<file path="config.mk">
export PLATFORM = sky130hd
export DESIGN_NAME = speed_meter
export DESIGN_NICKNAME = d
export VERILOG_FILES = /design/src/rtl/bike_pkg.sv /design/src/rtl/seq_divider.sv /design/src/rtl/speed_meter.sv
export SDC_FILE = /design/constraint.sdc
export NUM_CORES = 1
export LEC_CHECK = 0
export CORE_MARGIN = 4
export CORE_UTILIZATION = 55
export CTS_CLUSTER_SIZE = 14
export DETAILED_ROUTE_END_ITERATION = 8
export PLACE_DENSITY = 0.79
export SETUP_SLACK_MARGIN = 0.15
export SLEW_MARGIN = 20
export SYNTH_ARGS = -nofsm -noshare
export SYNTH_HDL_FRONTEND = slang
export SYNTH_SLANG_ARGS = --single-unit
</file>
<file path="constraint.sdc">
create_clock -name clock -period 2.8 [get_ports clock]
set_clock_uncertainty 0.2 [all_clocks]
set_input_delay 0.56 -clock clock [delete_from_list [all_inputs] [get_ports clock]]
set_output_delay 0.56 -clock clock [all_outputs]
set_load 0.05 [all_outputs]
</file>
<file path="src/rtl/bike_pkg.sv">
// Shared constants, speed-conversion helper and measurement FSM encoding for the bike-computer datapath.
package bike_pkg;

    localparam int SPEED_WIDTH = 12;
    localparam int CLK_HZ      = 1_000_000;
    localparam int CIRC_MM     = 2133;

    // km/h = (circ_mm / 1e6 km) / (period / clk_hz s) * 3600 = K / period
    function automatic longint unsigned speed_k(input longint unsigned circ_mm,
                                                input longint unsigned clk_hz);
        return (circ_mm * clk_hz * 64'd36) / 64'd10000;
    endfunction

    localparam longint unsigned SPEED_K = speed_k(64'(CIRC_MM), 64'(CLK_HZ));

    typedef logic [1:0] meas_state_t;

    localparam meas_state_t ST_IDLE = 2'd0;
    localparam meas_state_t ST_LOAD = 2'd1;
    localparam meas_state_t ST_DIV  = 2'd2;
    localparam meas_state_t ST_DONE = 2'd3;

endpackage

</file>
<file path="src/rtl/seq_divider.sv">
// Restoring unsigned divider, one quotient bit per cycle, WIDTH cycles after load.
// done is high in the cycle retiring the last bit; quotient is final from the next cycle until the next load.
module seq_divider #(
    parameter int WIDTH = 24
) (
    input  logic             clock,
    input  logic             reset,
    input  logic             load,
    input  logic [WIDTH-1:0] dividend,
    input  logic [WIDTH-1:0] divisor,
    output logic [WIDTH-1:0] quotient,
    output logic             done
);

    localparam int CW = $clog2(WIDTH + 1);

    logic [WIDTH-1:0] r_rem;
    logic [WIDTH-1:0] r_quo;
    logic [WIDTH-1:0] r_dvs;
    logic [CW-1:0]    r_left;
    logic [WIDTH:0]   w_shift;
    logic             w_fits;

    // r_quo shifts the dividend out of its top while quotient bits enter at the bottom
    assign w_shift = {r_rem, r_quo[WIDTH-1]};
    assign w_fits  = w_shift >= {1'b0, r_dvs};

    always_ff @(posedge clock) begin
        if (reset) begin
            r_rem  <= '0;
            r_quo  <= '0;
            r_dvs  <= '0;
            r_left <= '0;
        end else if (load) begin
            r_rem  <= '0;
            r_quo  <= dividend;
            r_dvs  <= divisor;
            r_left <= CW'(WIDTH);
        end else if (r_left != '0) begin
            r_rem  <= w_fits ? (w_shift[WIDTH-1:0] - r_dvs) : w_shift[WIDTH-1:0];
            r_quo  <= {r_quo[WIDTH-2:0], w_fits};
            r_left <= r_left - 1'b1;
        end
    end

    assign quotient = r_quo;
    assign done     = (r_left == CW'(1));

endmodule

</file>
<file path="src/rtl/speed_meter.sv">
// Wheel period measurement and km/h conversion; speed_valid follows speed_start by PERIOD_WIDTH+2 cycles.
// speed_start while busy is dropped, never queued; wheel_pulse marks each debounced rising edge.
module speed_meter #(
    parameter int SPEED_WIDTH    = bike_pkg::SPEED_WIDTH,
    parameter int CLK_HZ         = bike_pkg::CLK_HZ,
    parameter int CIRC_MM        = bike_pkg::CIRC_MM,
    parameter int PERIOD_WIDTH   = 24,
    parameter int DEB_CYCLES     = 16,
    parameter int TIMEOUT_CYCLES = 3_000_000
) (
    input  logic                   clock,
    input  logic                   reset,
    input  logic                   wheel,
    input  logic                   speed_start,
    output logic [SPEED_WIDTH-1:0] speed,
    output logic                   speed_valid,
    output logic                   busy,
    output logic                   wheel_pulse
);

    import bike_pkg::*;

    localparam longint unsigned K = speed_k(64'(CIRC_MM), 64'(CLK_HZ));
    localparam logic [PERIOD_WIDTH-1:0] K_V    = PERIOD_WIDTH'(K);
    localparam logic [PERIOD_WIDTH-1:0] TMO_V  = PERIOD_WIDTH'(TIMEOUT_CYCLES);
    localparam logic [PERIOD_WIDTH-1:0] SMAX_V = PERIOD_WIDTH'((64'd1 << SPEED_WIDTH) - 64'd1);
    localparam int DW = $clog2(DEB_CYCLES + 1);

    generate
        if (K >= (64'd1 << PERIOD_WIDTH)) begin : g_k_too_wide
            $error("speed_meter: speed constant K does not fit in PERIOD_WIDTH");
        end
    endgenerate

    logic [1:0]    r_sync;
    logic          r_deb;
    logic [DW-1:0] r_deb_cnt;
    logic          r_pulse;
    logic          w_sync;
    logic          w_flip;

    assign w_sync = r_sync[1];
    assign w_flip = (w_sync != r_deb) && (r_deb_cnt == DW'(DEB_CYCLES - 1));

    // r_deb_cnt counts consecutive cycles the synchronised input disagrees with the debounced level
    always_ff @(posedge clock) begin
        if (reset) begin
            r_sync    <= '0;
            r_deb     <= 1'b0;
            r_deb_cnt <= '0;
            r_pulse   <= 1'b0;
        end else begin
            r_sync  <= {r_sync[0], wheel};
            r_pulse <= w_flip && w_sync;
            if (w_sync == r_deb) begin
                r_deb_cnt <= '0;
            end else if (w_flip) begin
                r_deb     <= w_sync;
                r_deb_cnt <= '0;
            end else begin
                r_deb_cnt <= r_deb_cnt + 1'b1;
            end
        end
    end

    logic [PERIOD_WIDTH-1:0] r_cnt;
    logic [PERIOD_WIDTH-1:0] r_last;
    logic [1:0]              r_npulse;
    logic                    w_seen2;

    assign w_seen2 = r_npulse[1];

    always_ff @(posedge clock) begin
        if (reset) begin
            r_cnt    <= '0;
            r_last   <= '0;
            r_npulse <= '0;
        end else if (r_pulse) begin
            r_cnt  <= PERIOD_WIDTH'(1);
            r_last <= r_cnt;
            if (!w_seen2) begin
                r_npulse <= r_npulse + 1'b1;
            end
        end else if (r_cnt < TMO_V) begin
            r_cnt <= r_cnt + 1'b1;
        end
    end

    meas_state_t             r_state;
    logic [PERIOD_WIDTH-1:0] r_d;
    logic                    r_zero;
    logic [SPEED_WIDTH-1:0]  r_speed;
    logic [PERIOD_WIDTH-1:0] w_snap;
    logic [PERIOD_WIDTH-1:0] w_quo;
    logic                    w_div_done;
    logic [SPEED_WIDTH-1:0]  w_result;

    // Taking the larger of the last period and the open one makes speed decay while slowing
    assign w_snap = (r_cnt > r_last) ? r_cnt : r_last;

    always_ff @(posedge clock) begin
        if (reset) begin
            r_state <= ST_IDLE;
            r_d     <= '0;
            r_zero  <= 1'b1;
            r_speed <= '0;
        end else begin
            case (r_state)
                ST_IDLE: begin
                    if (speed_start) begin
                        r_d     <= w_snap;
                        r_zero  <= !w_seen2 || (w_snap >= TMO_V);
                        r_state <= ST_LOAD;
                    end
                end
                ST_LOAD: r_state <= ST_DIV;
                ST_DIV: begin
                    if (w_div_done) begin
                        r_state <= ST_DONE;
                    end
                end
                ST_DONE: begin
                    r_speed <= w_result;
                    r_state <= ST_IDLE;
                end
                default: r_state <= ST_IDLE;
            endcase
        end
    end

    seq_divider #(
        .WIDTH (PERIOD_WIDTH)
    ) u_div (
        .clock    (clock),
        .reset    (reset),
        .load     (r_state == ST_LOAD),
        .dividend (K_V),
        .divisor  (r_d),
        .quotient (w_quo),
        .done     (w_div_done)
    );

    assign w_result = r_zero           ? '0 :
                      (w_quo > SMAX_V) ? '1 :
                                         w_quo[SPEED_WIDTH-1:0];

    assign speed       = (r_state == ST_DONE) ? w_result : r_speed;
    assign speed_valid = (r_state == ST_DONE);
    assign busy        = (r_state != ST_IDLE);
    assign wheel_pulse = r_pulse;

endmodule

</file>
Yosys cells after proc, flatten, opt, wreduce, memory -nomap -nowiden
Cells that the tools add are included.
{"block": "totals", "ff_bits": 175, "inputBits": 4, "out_inout_bits": 15, "elab_cells": 71}
{"block": "op_classes", "add_sub_neg": 5, "order_cmp": 5, "n_eq_ne": 9, "n_mux": 15, "bitwise": 2, "reduce_logical": 16}
{"operator": "$mux 24", "n": 2}
{"operator": "$mux 23", "n": 2}
{"operator": "$mux 12", "n": 3}
{"operator": "$ge 25x24->1", "n": 1}
{"operator": "$add 24x1->24 const B", "n": 1}
{"operator": "$ge 24x22->1 const B", "n": 1}
{"operator": "$gt 24x12->1 const B", "n": 1}
{"operator": "$gt 24x24->1", "n": 1}
{"operator": "$lt 24x22->1 const B", "n": 1}
{"operator": "$sub 24x24->24", "n": 1}
{"operator": "$mux 5", "n": 2}
{"operator": "$pmux 2 s4", "n": 1}
{"operator": "$reduce_and 2->1", "n": 4}
{"operator": "$mux 2", "n": 3}
{"operator": "$reduce_bool 2->1", "n": 3}
{"operator": "$add 5x1->5 const B", "n": 1}
{"operator": "$eq 5x1->1 const B", "n": 1}
{"operator": "$eq 5x4->1 const B", "n": 1}
{"operator": "$reduce_bool 5->1", "n": 1}
{"operator": "$sub 5x1->5 const B", "n": 1}
{"operator": "$eq 2x2->1 const B", "n": 2}
{"operator": "$reduce_or 2->1", "n": 2}
{"operator": "$reduce_or 3->1", "n": 1}
{"operator": "$add 2x1->2 const B", "n": 1}
{"operator": "other kinds (11)", "n": 14}

Depth between registers and ports, before layout
{"block": "depth", "word_depth": 4, "mapped_depth": 12, "depth_no_buf": 11}

Modules after synthesis
Synthesis repeated with hierarchy kept, for this count alone.
{"block": "hier_totals", "cells_unflattened": 1158, "hier_area_um2": 9596.7}
{"module": "speed_meter", "instances": 1, "cells_per_inst": 538, "area_each_um2": 4924.7, "seq_area_each_um2": 1961.9}
{"module": "seq_divider", "instances": 1, "cells_per_inst": 620, "area_each_um2": 4672.0, "seq_area_each_um2": 1541.5}

Worst setup path before layout
OpenSTA, ideal clock, no wires.
{"block": "synth_path", "kind": "register to register", "startpoint": "reg u_div.r_dvs[1]", "endpoint": "reg u_div.r_rem[3]", "setup_time_ns": 0.137, "arrival_time_ns": 2.420, "required_time_ns": 2.463, "path_slack_ns": 0.043, "path_stages_with_launch": 13, "path_buffers": 2, "synth_period_minus_slack_ns": 2.757, "path_cell_list": "dfxtp_1 > inv_1 > ha_1 > nor2b_1 > o2111a_1 > or4b_4 > nand3_2 > o211ai_2 > and3_1 > buf_2 > buf_2 > o21ai_1 > a31oi_1"}
{"block": "synth_between", "elab_chain_len": 2, "word_cells_on_any_way": 3, "classes_between": "add/sub (1); order compare (1); mux (1)"}
{"item": "from (decl)", "line": "seq_divider.sv:19", "text": "logic [WIDTH-1:0] r_dvs;"}
{"item": "from (signal assigned)", "line": "seq_divider.sv:37", "text": "r_dvs <= divisor;"}
{"item": "$sub 24x24->24 / $ge 25x24->1 (equally long branches)", "line": "seq_divider.sv:40, seq_divider.sv:26"}
{"item": "$mux 24 (*)", "line": "seq_divider.sv:40", "text": "r_rem <= w_fits ? (w_shift[WIDTH-1:0] - r_dvs) : w_shift[WIDTH-1:0];"}
{"item": "to (signal assigned)", "line": "seq_divider.sv:40"}
{"item": "to (decl)", "line": "seq_divider.sv:17", "text": "logic [WIDTH-1:0] r_rem;"}
Mark *: on every way between the ends. The rest lies on a longest branch, timed or not.
A chain may end at the register's enable or synchronous reset.

Final worst setup path
{"block": "layout_path", "startpoint": "reg u_div.r_quo[20], in the netlist u_div.quotient[20]", "endpoint": "out speed[10]"}
{"block": "layout_between", "elab_chain_len": 4}
{"item": "from (decl)", "line": "seq_divider.sv:18", "text": "logic [WIDTH-1:0] r_quo;"}
{"item": "from (signal assigned)", "line": "seq_divider.sv:36", "text": "r_quo <= dividend;"}
{"item": "from (signal assigned)", "line": "seq_divider.sv:41", "text": "r_quo <= {r_quo[WIDTH-2:0], w_fits};"}
{"item": "$gt 24x12->1", "line": "speed_meter.sv:144", "text": "(w_quo > SMAX_V) ? '1 :"}
{"item": "$mux 12", "line": "speed_meter.sv:144"}
{"item": "$mux 12", "line": "speed_meter.sv:143", "text": "assign w_result = r_zero ? '0 :"}
{"item": "$mux 12"}
{"item": "to (decl)", "line": "speed_meter.sv:15", "text": "output logic [SPEED_WIDTH-1:0] speed,"}
No other way between the ends.

==> results.md <==
- When the netlist entered floorplanning its net count stood at 1136.
- In this run the horizontal extent of the chip is 137 um.
- Summing over every cut layer, the via total after detailed routing is 8345.
- The final reports fail on setup timing.
- Buffers inserted to repair hold after CTS numbered 0.
- Before antenna repair, the detailed router went through 7 iterations.
- The minimum setup slack in the final design is -0.0351 ns.
- Net switching is 43.4% of the power.
- The die footprint is 0.0188 mm^2.
- Data on the critical path arrives at its endpoint at 2.08 ns.
- The end point of the worst hold path is r_sync[1].
- The met2 track utilization from global routing is 41.9%.
- The final number of setup-violating endpoints is 4.
- For this run the aggregate overflow at the end of global routing stands at 0.
- After technology mapping, the gate count stands at 1072.
- The power spent charging and discharging nets is 5.61 mW.
- The total number of nets in the final design is 1197.
- The arithmetic-cell share of the synthesized area counting full adders, half adders and majority gates is 8.25%.
- The weighted congestion reported at the end of routability-driven placement is 0.878.
- The fmax is 353 MHz.
- The xor and xnor fraction of the mapped netlist area is 3.91%.
- Hold timing on the final database bottoms out at a slack of 0.226 ns.
- The multi-input combinational cells in the finished layout cover a total of 0.00594 mm^2.
- The fraction of the mapped netlist area in simple logic gates is 17.2%.
- The H-tree generated during clock tree synthesis spans 4 levels.
- The clock drives 175 sinks.
- The overall die height is 137 um.
- The clock tree from TritonCTS is yes.
- Global routing consumed, on the met1 layer, 32.6% of the routing resources.
- The first global-routing pass estimated 38400 um of wire.
- Setup repair after global routing could not meet its margin everywhere.
- Entering global routing, the biggest net connects 63 pins.
- The leakage power of the design is 4.34 nW.
- In this run the count of I/O pins placed on the die edge is 19.
- The total inserted antenna cells is 0.
- At the pin with the least slew margin, the transition time is 0.873 ns.
- The run finished, with violations left.
- For this run, design rule violations remaining after detail routing come to 0.
- The layout overhead on the synthesized area is 26.8%.
- The startpoint type of the worst setup path is a flop.
- The number of placed instances with taps included is 1300.
- The largest fanout on the critical path is 6.
- The largest family of logic cells by synthesized area is simple AND/OR/NAND/NOR gates.
- The number of pins with negative max-slew slack in the final report is 0.
- The number of buffers created by CTS is 17.
- The root buffer cell chosen for the clock tree is clkbuf_16.
- The number of antenna violations at the first check in global routing is 0.
- The core region is 0.0161 mm^2.
- The final hold violation count is 0.
- The final critical path time including I/O delays and setup is 2.84 ns.
- The number of warnings issued by yosys is 0.
- The category of the critical setup timing path is reg -> out.
- The number of standard cells in the final layout excluding fillers is 1362.
- After synthesis, the netlist uses 68 different library cells.
- The count of cells along the worst hold path is 2.
- The mean number of vias per cell is 6.13.
- For the worst flop-to-flop path, the logic depth is 10.
- The post-route fraction of the period consumed by the critical path is 101%.
- The most common library cell in the layout ignoring fill and taps is dfxtp_1.
- The sequential cells in the finished layout cover a total of 0.00354 mm^2.
- The startpoint of the worst-slack reg-to-reg timing path is u_div.r_dvs[22].
- In the synthesized netlist the dominant register cell turns out to be dfxtp_1.
- The path class of the lowest-slack min-delay path is in -> reg.
- The sequential fraction of the synthesis area is 38.1%.
- The combinational share of power is 56.7%.
- The clock-pin slew reported for the worst setup and hold paths after clock tree synthesis is 0.07 ns.
- The starting utilization of the core area is 57.0%.
- After synthesis, the mean cell area works out to 8.57 um^2.
- The share of flip-flops with an asynchronous set or reset is 0%.
- The via count of the first global-routing pass is 7779.
- The share of post-route cells with drive strength above 1 is 25.9%.
- In the global route stage, overall resource usage came out at 25.4%.
- The post-synthesis mux area share is 9.86%.
- The number of violations reported at the end of detailed-routing iteration 0 is 826.
- Summed over all layers, the routed wires come to 25600 um.
- The kind of end point of the critical path is an output pin.
- The worst hold path begins at reset.
- The number of synthesized register bits is 175.
- Fill cells in the final layout number 1043.
- Across all register-to-register paths, the minimum setup slack is 0.01 ns.
- The half-perimeter wire length after detailed placement is 14400 um.
- The number of maximum-capacitance violations is 0.
- The required time of the worst setup path is 2.04 ns.
- Once detail routing completed, the nets flagged for antenna violations numbered 0.
- The sequential fraction of design power is 25.0%.
- The post-synth design cell area is 0.00919 mm^2.
- In the layout the commonest cells are dfxtp_1, nor2_1, inv_1, nand2_1, buf_4.
- The highest-utilization routing layer at the global route stage is met2.
- The worst pin sits at a relative slew slack of 41.8%.
- Of the total power, the clock network draws 18.3%.
- The average detailed-routed wire length per instance is 18.8 um.
- The synthesized netlist devotes 16.6% of its cell area to compound gates.
- The cell area power density is 1110 mW/mm^2.
- The internal power of the cells totals 7.31 mW.
- The count of flip-flops with a built-in enable after synthesis is 0.
- The clock reaches the later pin of the worst-skew pair after 0.44 ns.
- The count of buffers from port buffering is 18.
- The largest vdd supply drop is 0.733 mV.
- The endpoint of the most critical register-to-register path is u_div.r_rem[5].
- The met3 track demand over resource in global routing is 4.89%.
- The longest clock path from root to sink contains 2 buffers.
- The number of placement rows is 46.
[routing by layer]
layer,up-vias,part of all wire (%)
met5,-,0
met2,348,49
li1,3882,-
met1,4001,41
met4,0,4.0
met3,114,5.9
[timing repair]
| item | 4_1_cts | 5_1_grt |
|---|---|---|
| endpoints found under the setup margin | 58 | 65 |
| pin swaps | 24 | 56 |
| setup buffers | 15 | 9 |
| gates cloned | 4 | 2 |
| resized for setup | 113 | 123 |
[worst max path at each step]
stage	from	endpoint	slack [ns]	cells past startpoint
finish	u_div.quotient[20]	speed[10]	-0.04	5
global route	u_div.quotient[12]	speed[10]	-0.07	5
CTS	u_div.quotient[17]	speed[4]	0.04	5
detailed placement	u_div.r_dvs[1]	u_div.r_rem[14]	-0.01	11
global placement	u_div.r_dvs[1]	u_div.r_rem[20]	0.08	11
floorplan	u_div.r_dvs[1]	u_div.r_rem[19]	0.11	12
[Yosys cell counts, types with 15 or more instances]
| library cell | count | share of area, % |
|---|---|---|
| xnor2_1 | 28 | 2.7 |
| and2_1 | 15 | 1.0 |
| o21ai_1 | 19 | 1.0 |
| a21oi_1 | 62 | 3.4 |
| ha_1 | 59 | 8.0 |
| a211oi_1 | 26 | 2.1 |
| a31oi_1 | 36 | 2.5 |
| inv_1 | 80 | 3.3 |
| nor2_1 | 132 | 5.4 |
| nor3_1 | 17 | 0.93 |
| mux2i_1 | 77 | 8.4 |
| nand3_1 | 41 | 2.2 |
| dfxtp_1 | 175 | 38 |
| clkbuf_1 | 40 | 1.6 |
| o21ai_0 | 31 | 1.7 |
| nand2_1 | 65 | 2.7 |
[stage by stage]
step,instance area (um^2),setup WS [ns],power (mW),util (%),TNS (ns)
6_report,11700,-0.0351,12.9,72.3,-0.0714
5_1_grt,11700,-0.0735,13.5,72.3,-0.656
4_1_cts,11000,0.0353,11.1,68.1,0
3_5_place_dp,9790,-0.0128,7.98,60.8,-0.0247
3_3_place_gp,9790,0.0763,7.88,60.8,0
2_1_floorplan,9220,0.113,6.88,-,0
[logic make-up after synthesis]
logic type,count (synthesis)
xor+xnor,41
compound gates,235
mux,89
fa+ha+maj,60
simple gates,332
buf+inv,140
flops,175
[layout make-up]
type                    instances  area share [%]
multi-input cells             758            51.0
flip-flops and latches        175            30.4
repair buffers                101            8.67
clock buffers                  18            3.68
inverters                      80            2.60
well taps                     216            2.32
clock inverters                14            1.33
[sequential cells by signal (all words and copies together), names as in the netlist]
| register | count |
|---|---|
| u_div.quotient | 24 |
| r_zero | 1 |
| r_sync | 2 |
| r_npulse | 2 |
| r_state | 2 |
| wheel_pulse | 1 |
| r_speed | 12 |
| r_deb | 1 |
| r_last | 24 |
| r_d | 24 |
| r_cnt | 24 |
| u_div.r_left | 5 |
| u_div.r_dvs | 24 |
| r_deb_cnt | 5 |
| u_div.r_rem | 24 |
[critical path: stages, from the launching register on]
cell	delay, ns
dfxtp_1	0.36
nor4_4	0.36
and3_4	0.32
a21oi_1	0.11
mux2_4	0.31
buf_8	0.15
[power by group through the flow]
stage / Sequential [mW] / Combinational, mW / Clock [mW]
after global placement: 3.19 / 4.69 / 0
after global routing: 3.26 / 7.75 / 2.48
final: 3.23 / 7.32 / 2.37
after CTS: 3.18 / 5.53 / 2.37
after detailed placement: 3.20 / 4.78 / 0
after floorplan: 3.12 / 3.76 / 0
Note: power is estimated with default switching activity, not from simulation.
